<file path="config.mk">
export PLATFORM = sky130hd
export DESIGN_NAME = mem_rd_arbiter_flat
export DESIGN_NICKNAME = d
export VERILOG_FILES = /design/src/rtl/mem_rd_arbiter_if.sv /design/src/rtl/mem_rd_arbiter.sv /design/src/flat_wrapper.sv
export SDC_FILE = /design/constraint.sdc
export NUM_CORES = 1
export LEC_CHECK = 0
export ABC_AREA = 1
export ABC_CLOCK_PERIOD_IN_PS = 1350
export CORE_AREA = 2 2 116 118
export CTS_CLUSTER_SIZE = 14
export DETAILED_ROUTE_END_ITERATION = 8
export DIE_AREA = 0 0 118 120
export SETUP_SLACK_MARGIN = 0.15
export SYNTH_ARGS = -nofsm -noshare
export SYNTH_HDL_FRONTEND = slang
export SYNTH_SLANG_ARGS = --single-unit
</file>
<file path="constraint.sdc">
create_clock -name clk -period 1.35 [get_ports clk]
set_clock_uncertainty 0.1 [all_clocks]
set_input_delay 0.27 -clock clk [delete_from_list [all_inputs] [get_ports clk]]
set_output_delay 0.27 -clock clk [all_outputs]
set_load 0.1 [all_outputs]
</file>
<file path="src/rtl/mem_rd_arbiter_if.sv">
// AXI-lite read channel (AR + R) bundle shared by the IFU, LSU and memory ports.
//   master modport: drives ARVALID/ARADDR/RREADY, receives ARREADY/RVALID/RDATA
//   slave  modport: the opposite direction of every signal
interface mem_rd_arbiter_if #(
    parameter int unsigned ADDR_W = 32,
    parameter int unsigned DATA_W = 64
);
    logic              ARVALID;
    logic [ADDR_W-1:0] ARADDR;
    logic              ARREADY;
    logic              RVALID;
    logic [DATA_W-1:0] RDATA;
    logic              RREADY;

    modport master (
        output ARVALID, ARADDR, RREADY,
        input  ARREADY, RVALID, RDATA
    );

    modport slave (
        input  ARVALID, ARADDR, RREADY,
        output ARREADY, RVALID, RDATA
    );
endinterface

</file>
<file path="src/rtl/mem_rd_arbiter.sv">
// Two-master round-robin read arbiter: IFU (master 0) and LSU (master 1) share
// one memory read port with a single outstanding read at a time.
//   clk, rst : clock, synchronous active-high reset
//   ifu, lsu : slave-side read channels from the two masters
//   mem      : master-side read channel to the memory
//   grant    : current/last owner (0 = IFU, 1 = LSU)
//   busy     : a transaction is in its address or data phase
module mem_rd_arbiter (
    input  logic             clk,
    input  logic             rst,
    mem_rd_arbiter_if.slave  ifu,
    mem_rd_arbiter_if.slave  lsu,
    mem_rd_arbiter_if.master mem,
    output logic             grant,
    output logic             busy
);

    typedef enum logic [1:0] {
        ST_IDLE = 2'd0,
        ST_ADDR = 2'd1,
        ST_DATA = 2'd2
    } state_e;

    state_e state_q, state_d;
    logic   grant_q, grant_d;
    logic   last_q,  last_d;
    logic   sel_arvalid;
    logic   sel_rready;

    // State registers; last resets to LSU so the IFU wins the first contest.
    always_ff @(posedge clk) begin
        if (rst) begin
            state_q <= ST_IDLE;
            grant_q <= 1'b0;
            last_q  <= 1'b1;
        end else begin
            state_q <= state_d;
            grant_q <= grant_d;
            last_q  <= last_d;
        end
    end

    // Next-state logic and channel routing toward the granted master.
    always_comb begin
        state_d     = state_q;
        grant_d     = grant_q;
        last_d      = last_q;
        sel_arvalid = grant_q ? lsu.ARVALID : ifu.ARVALID;
        sel_rready  = grant_q ? lsu.RREADY  : ifu.RREADY;

        mem.ARVALID = 1'b0;
        mem.ARADDR  = grant_q ? lsu.ARADDR : ifu.ARADDR;
        mem.RREADY  = 1'b0;
        ifu.ARREADY = 1'b0;
        lsu.ARREADY = 1'b0;
        ifu.RVALID  = 1'b0;
        lsu.RVALID  = 1'b0;
        // Data is broadcast; only the owner ever sees RVALID.
        ifu.RDATA   = mem.RDATA;
        lsu.RDATA   = mem.RDATA;

        case (state_q)
            ST_IDLE: begin
                if (ifu.ARVALID || lsu.ARVALID) begin
                    state_d = ST_ADDR;
                    // Contested: alternate away from the previous owner.
                    if (ifu.ARVALID && lsu.ARVALID) begin
                        grant_d = ~last_q;
                    end else begin
                        grant_d = lsu.ARVALID;
                    end
                end
            end
            ST_ADDR: begin
                // Grant is held even if the owner drops ARVALID early.
                mem.ARVALID = sel_arvalid;
                if (grant_q) begin
                    lsu.ARREADY = mem.ARREADY;
                end else begin
                    ifu.ARREADY = mem.ARREADY;
                end
                if (sel_arvalid && mem.ARREADY) begin
                    state_d = ST_DATA;
                end
            end
            ST_DATA: begin
                mem.RREADY = sel_rready;
                if (grant_q) begin
                    lsu.RVALID = mem.RVALID;
                end else begin
                    ifu.RVALID = mem.RVALID;
                end
                if (mem.RVALID && sel_rready) begin
                    state_d = ST_IDLE;
                    last_d  = grant_q;
                end
            end
            default: begin
                state_d = ST_IDLE;
            end
        endcase
    end

    assign grant = grant_q;
    assign busy  = (state_q != ST_IDLE);

endmodule

</file>
<file path="src/flat_wrapper.sv">
// flat-port wrapper written by rule: the top's interface ports become plain ports
module mem_rd_arbiter_flat 
  (clk, rst, grant, busy, ifu_ARVALID, ifu_ARADDR, ifu_RREADY, ifu_ARREADY, ifu_RVALID, ifu_RDATA, lsu_ARVALID, lsu_ARADDR, lsu_RREADY, lsu_ARREADY, lsu_RVALID, lsu_RDATA, mem_ARVALID, mem_ARADDR, mem_RREADY, mem_ARREADY, mem_RVALID, mem_RDATA);
  mem_rd_arbiter_if #(.ADDR_W(32), .DATA_W(64)) ifu_i ();
  mem_rd_arbiter_if #(.ADDR_W(32), .DATA_W(64)) lsu_i ();
  mem_rd_arbiter_if #(.ADDR_W(32), .DATA_W(64)) mem_i ();
  input  logic clk;
  input  logic rst;
  output logic grant;
  output logic busy;
  input wire logic [$bits(ifu_i.ARVALID)-1:0] ifu_ARVALID;
  input wire logic [$bits(ifu_i.ARADDR)-1:0] ifu_ARADDR;
  input wire logic [$bits(ifu_i.RREADY)-1:0] ifu_RREADY;
  output wire logic [$bits(ifu_i.ARREADY)-1:0] ifu_ARREADY;
  output wire logic [$bits(ifu_i.RVALID)-1:0] ifu_RVALID;
  output wire logic [$bits(ifu_i.RDATA)-1:0] ifu_RDATA;
  input wire logic [$bits(lsu_i.ARVALID)-1:0] lsu_ARVALID;
  input wire logic [$bits(lsu_i.ARADDR)-1:0] lsu_ARADDR;
  input wire logic [$bits(lsu_i.RREADY)-1:0] lsu_RREADY;
  output wire logic [$bits(lsu_i.ARREADY)-1:0] lsu_ARREADY;
  output wire logic [$bits(lsu_i.RVALID)-1:0] lsu_RVALID;
  output wire logic [$bits(lsu_i.RDATA)-1:0] lsu_RDATA;
  output wire logic [$bits(mem_i.ARVALID)-1:0] mem_ARVALID;
  output wire logic [$bits(mem_i.ARADDR)-1:0] mem_ARADDR;
  output wire logic [$bits(mem_i.RREADY)-1:0] mem_RREADY;
  input wire logic [$bits(mem_i.ARREADY)-1:0] mem_ARREADY;
  input wire logic [$bits(mem_i.RVALID)-1:0] mem_RVALID;
  input wire logic [$bits(mem_i.RDATA)-1:0] mem_RDATA;
  assign ifu_i.ARVALID = ifu_ARVALID;
  assign ifu_i.ARADDR = ifu_ARADDR;
  assign ifu_i.RREADY = ifu_RREADY;
  assign ifu_ARREADY = ifu_i.ARREADY;
  assign ifu_RVALID = ifu_i.RVALID;
  assign ifu_RDATA = ifu_i.RDATA;
  assign lsu_i.ARVALID = lsu_ARVALID;
  assign lsu_i.ARADDR = lsu_ARADDR;
  assign lsu_i.RREADY = lsu_RREADY;
  assign lsu_ARREADY = lsu_i.ARREADY;
  assign lsu_RVALID = lsu_i.RVALID;
  assign lsu_RDATA = lsu_i.RDATA;
  assign mem_ARVALID = mem_i.ARVALID;
  assign mem_ARADDR = mem_i.ARADDR;
  assign mem_RREADY = mem_i.RREADY;
  assign mem_i.ARREADY = mem_ARREADY;
  assign mem_i.RVALID = mem_RVALID;
  assign mem_i.RDATA = mem_RDATA;
  mem_rd_arbiter u_core (.clk(clk), .rst(rst), .ifu(ifu_i), .lsu(lsu_i), .mem(mem_i), .grant(grant), .busy(busy));
endmodule
</file>
## After elaboration in Yosys (flattened, before gate mapping)

Index checks and enable logic that the tools add are counted.

| storage, ports and cells | value |
|---|---|
| register bits after elaboration | 4 |
| bits of input ports | 136 |
| output and inout bits | 168 |
| word-level logic and storage cells | 36 |

| operators by class | value |
|---|---|
| eq/ne operators | 5 |
| muxes and demuxes | 18 |
| bitwise logic cells | 1 |
| reduce and logical (&&, ||, !) cells | 9 |

Operator list:

| operator | count |
|---|---|
| two-way mux 32 bit | 1 |
| two-way mux 1 bit | 13 |
| two-way mux 2 bit | 3 |
| != test 2 x 1 -> 1 bit (second input constant) | 3 |
| case mux 2 bit (3 select lines) | 1 |
| AND reduction 2 bit | 2 |
| logical AND 1 bit | 3 |
| AND reduction 3 bit | 1 |
| == test 2 x 1 -> 1 bit (second input constant) | 1 |
| == test 2 bit (second input constant) | 1 |
| zero test 2 bit | 1 |
| nonzero test 2 bit | 1 |
| logical OR 1 bit | 1 |
| inverter 1 bit | 1 |

## Depth between registers and ports, before layout

| depth | value |
|---|---|
| depth in word-level cells | 4 |
| mapped depth | 6 |
| mapped depth without buffers | 6 |

## Least setup slack after synthesis

No wires, ideal clock.

| timing path | value |
|---|---|
| kind | register to output |
| from | reg u_core.grant_q (netlist: u_core.grant) |
| to | out lsu_ARREADY |
| arrival time | 3.353 ns |
| data required time | 0.980 ns |
| path slack | -2.373 ns |
| stages on the path, launching flop included | 3 |
| buffers on the path | 0 |
| cell sequence | dfxtp_1 -> inv_2 -> nor3_1 |

| on the way | value |
|---|---|
| word-level cells in the longest chain between the ends | 2 |

RTL lines:

| what | line | RTL |
|---|---|---|
| start, declared | mem_rd_arbiter.sv:25 | `logic grant_q, grant_d;` |
| start signal, assigned | mem_rd_arbiter.sv:38 | `grant_q <= grant_d;` |
| two-way mux 1 bit | mem_rd_arbiter.sv:77 | `if (grant_q) begin` |
| two-way mux 1 bit | mem_rd_arbiter.sv:62 | `case (state_q)` |
| end, declared | flat_wrapper.sv:20 | `output wire logic [$bits(lsu_i.ARREADY)-1:0] lsu_ARREADY;` |

Every way passes these cells.

## Final worst setup path

| timing path | value |
|---|---|
| from | reg u_core.grant_q (netlist: u_core.grant) |
| to | out mem_ARADDR[28] |

| on the way | value |
|---|---|
| word-level cells in the longest chain between the ends | 1 |

RTL lines:

| what | line | RTL |
|---|---|---|
| two-way mux 32 bit | mem_rd_arbiter.sv:52 | `mem.ARADDR = grant_q ? lsu.ARADDR : ifu.ARADDR;` |
| end, declared | flat_wrapper.sv:24 | `output wire logic [$bits(mem_i.ARADDR)-1:0] mem_ARADDR;` |

Every way passes these cells.

==> implementation parameters <==
Parameter                              Value

Critical path
  Sequence of cells on the critical path ... buf_12 -> clkbuf_16 -> nand2_2 -> nand2_8 -> buf_12
  Launch point of the worst path ... u_core.grant
  Worst setup SP type ... flop
  Maximum single-stage delay on the critical path ... 0.40 ns
  Arrival @ worst endpoint ... 1.30 ns
  Worst Path Required ... 0.98 ns
  Max Fanout on Critical Path ... 6
  Slowest cell on the critical path ... sky130_fd_sc_hd__dfxtp_4
  Kind of cell adding the most delay to the critical path ... buffers and inverters
  CP Capture Type ... primary output
  Worst setup path class ... reg -> out
  Worst Path Buf+Inv ... 3
  Critical Path Most Common Cell ... sky130_fd_sc_hd__buf_12
  Launching point of the worst reg2reg path ... u_core.state_q[0]

Floorplan
  Row cnt ... 42
  Initial core utilization ... 12.8%
  Die outline height ... 120 microns
  Number of top-level design ports ... 304
  Floorplan Core Area ... 0.0130 sq mm
  Die Footprint ... 0.0142 sq mm
  Die Span X ... 118 microns

GRT
  Met3 track demand over resource in global routing ... 4.18%
  Met2 usage ... 19.3%
  Leftover overflow at the end of global routing ... 0
  Fraction of met1 tracks used by global routing ... 8.53%
  Wire length of the first global-routing pass ... 10800 microns
  Total track usage ... 9.86%
  Peak-usage layer in the global routing report ... met2
  Number of antenna violations at the first check in global routing ... 0
  Largest net degree at the start of global routing ... 20
  Via count of the first global-routing pass ... 1872

Place
  Placed instance area ... 0.00322 sq mm
  Count of buffers inserted at the top-level ports ... 111
  Final weighted congestion in routability-driven placement ... 0.755
  Post-detail-place hpwl ... 5730 microns

Outcome
  Violations in the final reports ... setup timing
  Status ... complete, but fails checks

Yosys
  Register bit count reported by yosys ... 4
  Synthesized netlist net count ... 419
  Post-synthesis cell area ... 0.00167 sq mm
  Mean instance size in the synthesized netlist ... 5.89 sq um
  Sequential element share of the synthesized area ... 4.80%
  YS warnings ... 0
  Post-synthesis instance total ... 283
  Count of unique library cells instantiated by Yosys ... 16

Pwr
  Leakage dissipation ... 1.72 nW
  Worst VDD drop ... 256 uV
  PD cells ... 740 mW/mm^2
  Total design power ... 2.97 mW

STA
  Total Neg Setup Slack ... -11.86 ns
  Worst Tran Pin Value ... 0.228 ns
  Relative max-transition margin ... 84.8%
  Number of setup violations in the final report ... 44
  Minimum clock period ... 1.67 ns
  Fin crit share ... 124%
  Final-report max-slew violation count ... 0
  Unrepaired setup endpoints after global routing ... yes
  Final hold violations ... 0
  Highest clock rate ... 598 MHz
  Final critical-path setup slack ... -0.322 ns

Clock network
  Root Driver ... sky130_fd_sc_hd__clkbuf_16
  Clock sinks ... 4
  TritonCTS clock tree ... built
  Number of levels the H-tree was split into ... 1
  Insertion delay of the later-clocked pin in the worst-skew pair ... 0.23 ns
  Post-CTS clock slew at the launch and capture registers of the worst setup and hold paths ... 0.04 ns
  Number of buffers created by CTS ... 3
  Largest buffer count on any clock path ... 2

Route
  Avg Vias per Cell ... 3.58
  Initial DRC count ... 30
  Final Routed Wirelength ... 7880 microns
  First-pass DRT Iterations ... 4
  Wire length per cell ... 16.3 microns
  Detail Route Antenna Nets ... 0
  Number of DRC violations after detailed routing ... 0
  Overall via count from detail_route ... 1734

Finish
  Layout Nets ... 445
  Share of the core filled with cells ... 30.9%
  Area growth syn-to-layout ... 141%
  Count of filler cells inserted in the layout ... 1300
  Finished Cell Area ... 0.00401 sq mm
  Share of post-route cells with drive strength above 1 ... 68.5%
  ANT cells ... 0
  Most used cells in the layout excluding fill and tap cells ... sky130_fd_sc_hd__clkdlybuf4s50_1 (66), sky130_fd_sc_hd__buf_12 (43), sky130_fd_sc_hd__nand2_2 (39)
  Most common cell after layout, fill and taps aside ... sky130_fd_sc_hd__clkdlybuf4s50_1

Hold path
  Min-Delay Startpoint ... lsu_RREADY
  Hold crit path type ... in -> reg

Job
  Count of maximum capacitance violations ... 0
[per-layer routing]
metal,wire length (microns),vias to the layer above
met1,2250,777
li1,-,769
met2,4510,152
met3,822,36
met5,0,-
met4,291,0
[power by group]
part | total, mW | leakage (nW) | switching, mW | internal (mW)
logic | 2.34 | 1.65 | 1.34 | 1.00
clock network | 0.495 | 0.0382 | 0.103 | 0.392
registers | 0.138 | 0.0348 | 0.0131 | 0.125
[sequential cells by signal, summed over array words and instances, names as in the netlist]
name and flops:
u_core.state_q 2, u_core.grant 1, u_core.last_q 1
[stage by stage]
stage,instances,hold slack [ns],setup WS (ns)
after floorplan,283,0.229,-0.460
after global placement,458,0.365,-0.403
after detailed placement,458,0.401,-0.419
after CTS,477,0.412,-0.315
after global routing,484,0.423,-0.341
final,484,0.367,-0.322
[synthesized netlist by cell type, drive strengths merged]
library cell	n	share of area, %
buf	135	61
nand2	111	25
inv	13	2.9
nor2	6	1.4
nand3	5	1.8
a21oi	4	1.4
dfxtp	4	4.8
nor3	2	0.60
o21ai	2	0.60
nand3b	1	0.45
[worst reg2reg max path: cells and delay by family, from the launching register on]
kind	cells	cell delay (ns)
compound gates	1	0.05
buf+inv	8	0.79
flops	1	0.34
simple gates	2	0.11
[path summary, 6_finish.rpt]
check	end	slack, ns	cells after the start
max	mem_ARADDR[28]	-0.32	5
min reg2reg	u_core.last_q	0.42	2
min	u_core.last_q	0.37	4
max reg2reg	u_core.state_q[1]	-0.17	11
[final cells by class]
| cell class | count | area [sq um] | share of cell area [%] |
|---|---|---|---|
| timing repair buffer | 156 | 2100 | 52.3 |
| multi-input combinational | 131 | 1460 | 36.3 |
| tap | 176 | 220 | 5.49 |
| sequential | 4 | 91.3 | 2.28 |
| clock buffer | 4 | 78.8 | 1.97 |
| inverter | 13 | 65.1 | 1.62 |
[cells by family after synthesis]
logic type	synth area share [%]
compound gates	2.03
simple gates	29.5
flops	4.80
buf+inv	63.7
[timing repair]
action | in CTS | in global routing
setup buffers | 14 | 3
pin swaps | 10 | 8
hold buffers | 0 | 0
endpoints found under the setup margin | 43 | 44
resized for setup | 96 | 46
cloned | 1 | 4
No activity file was read; power rests on OpenSTA's default activity.
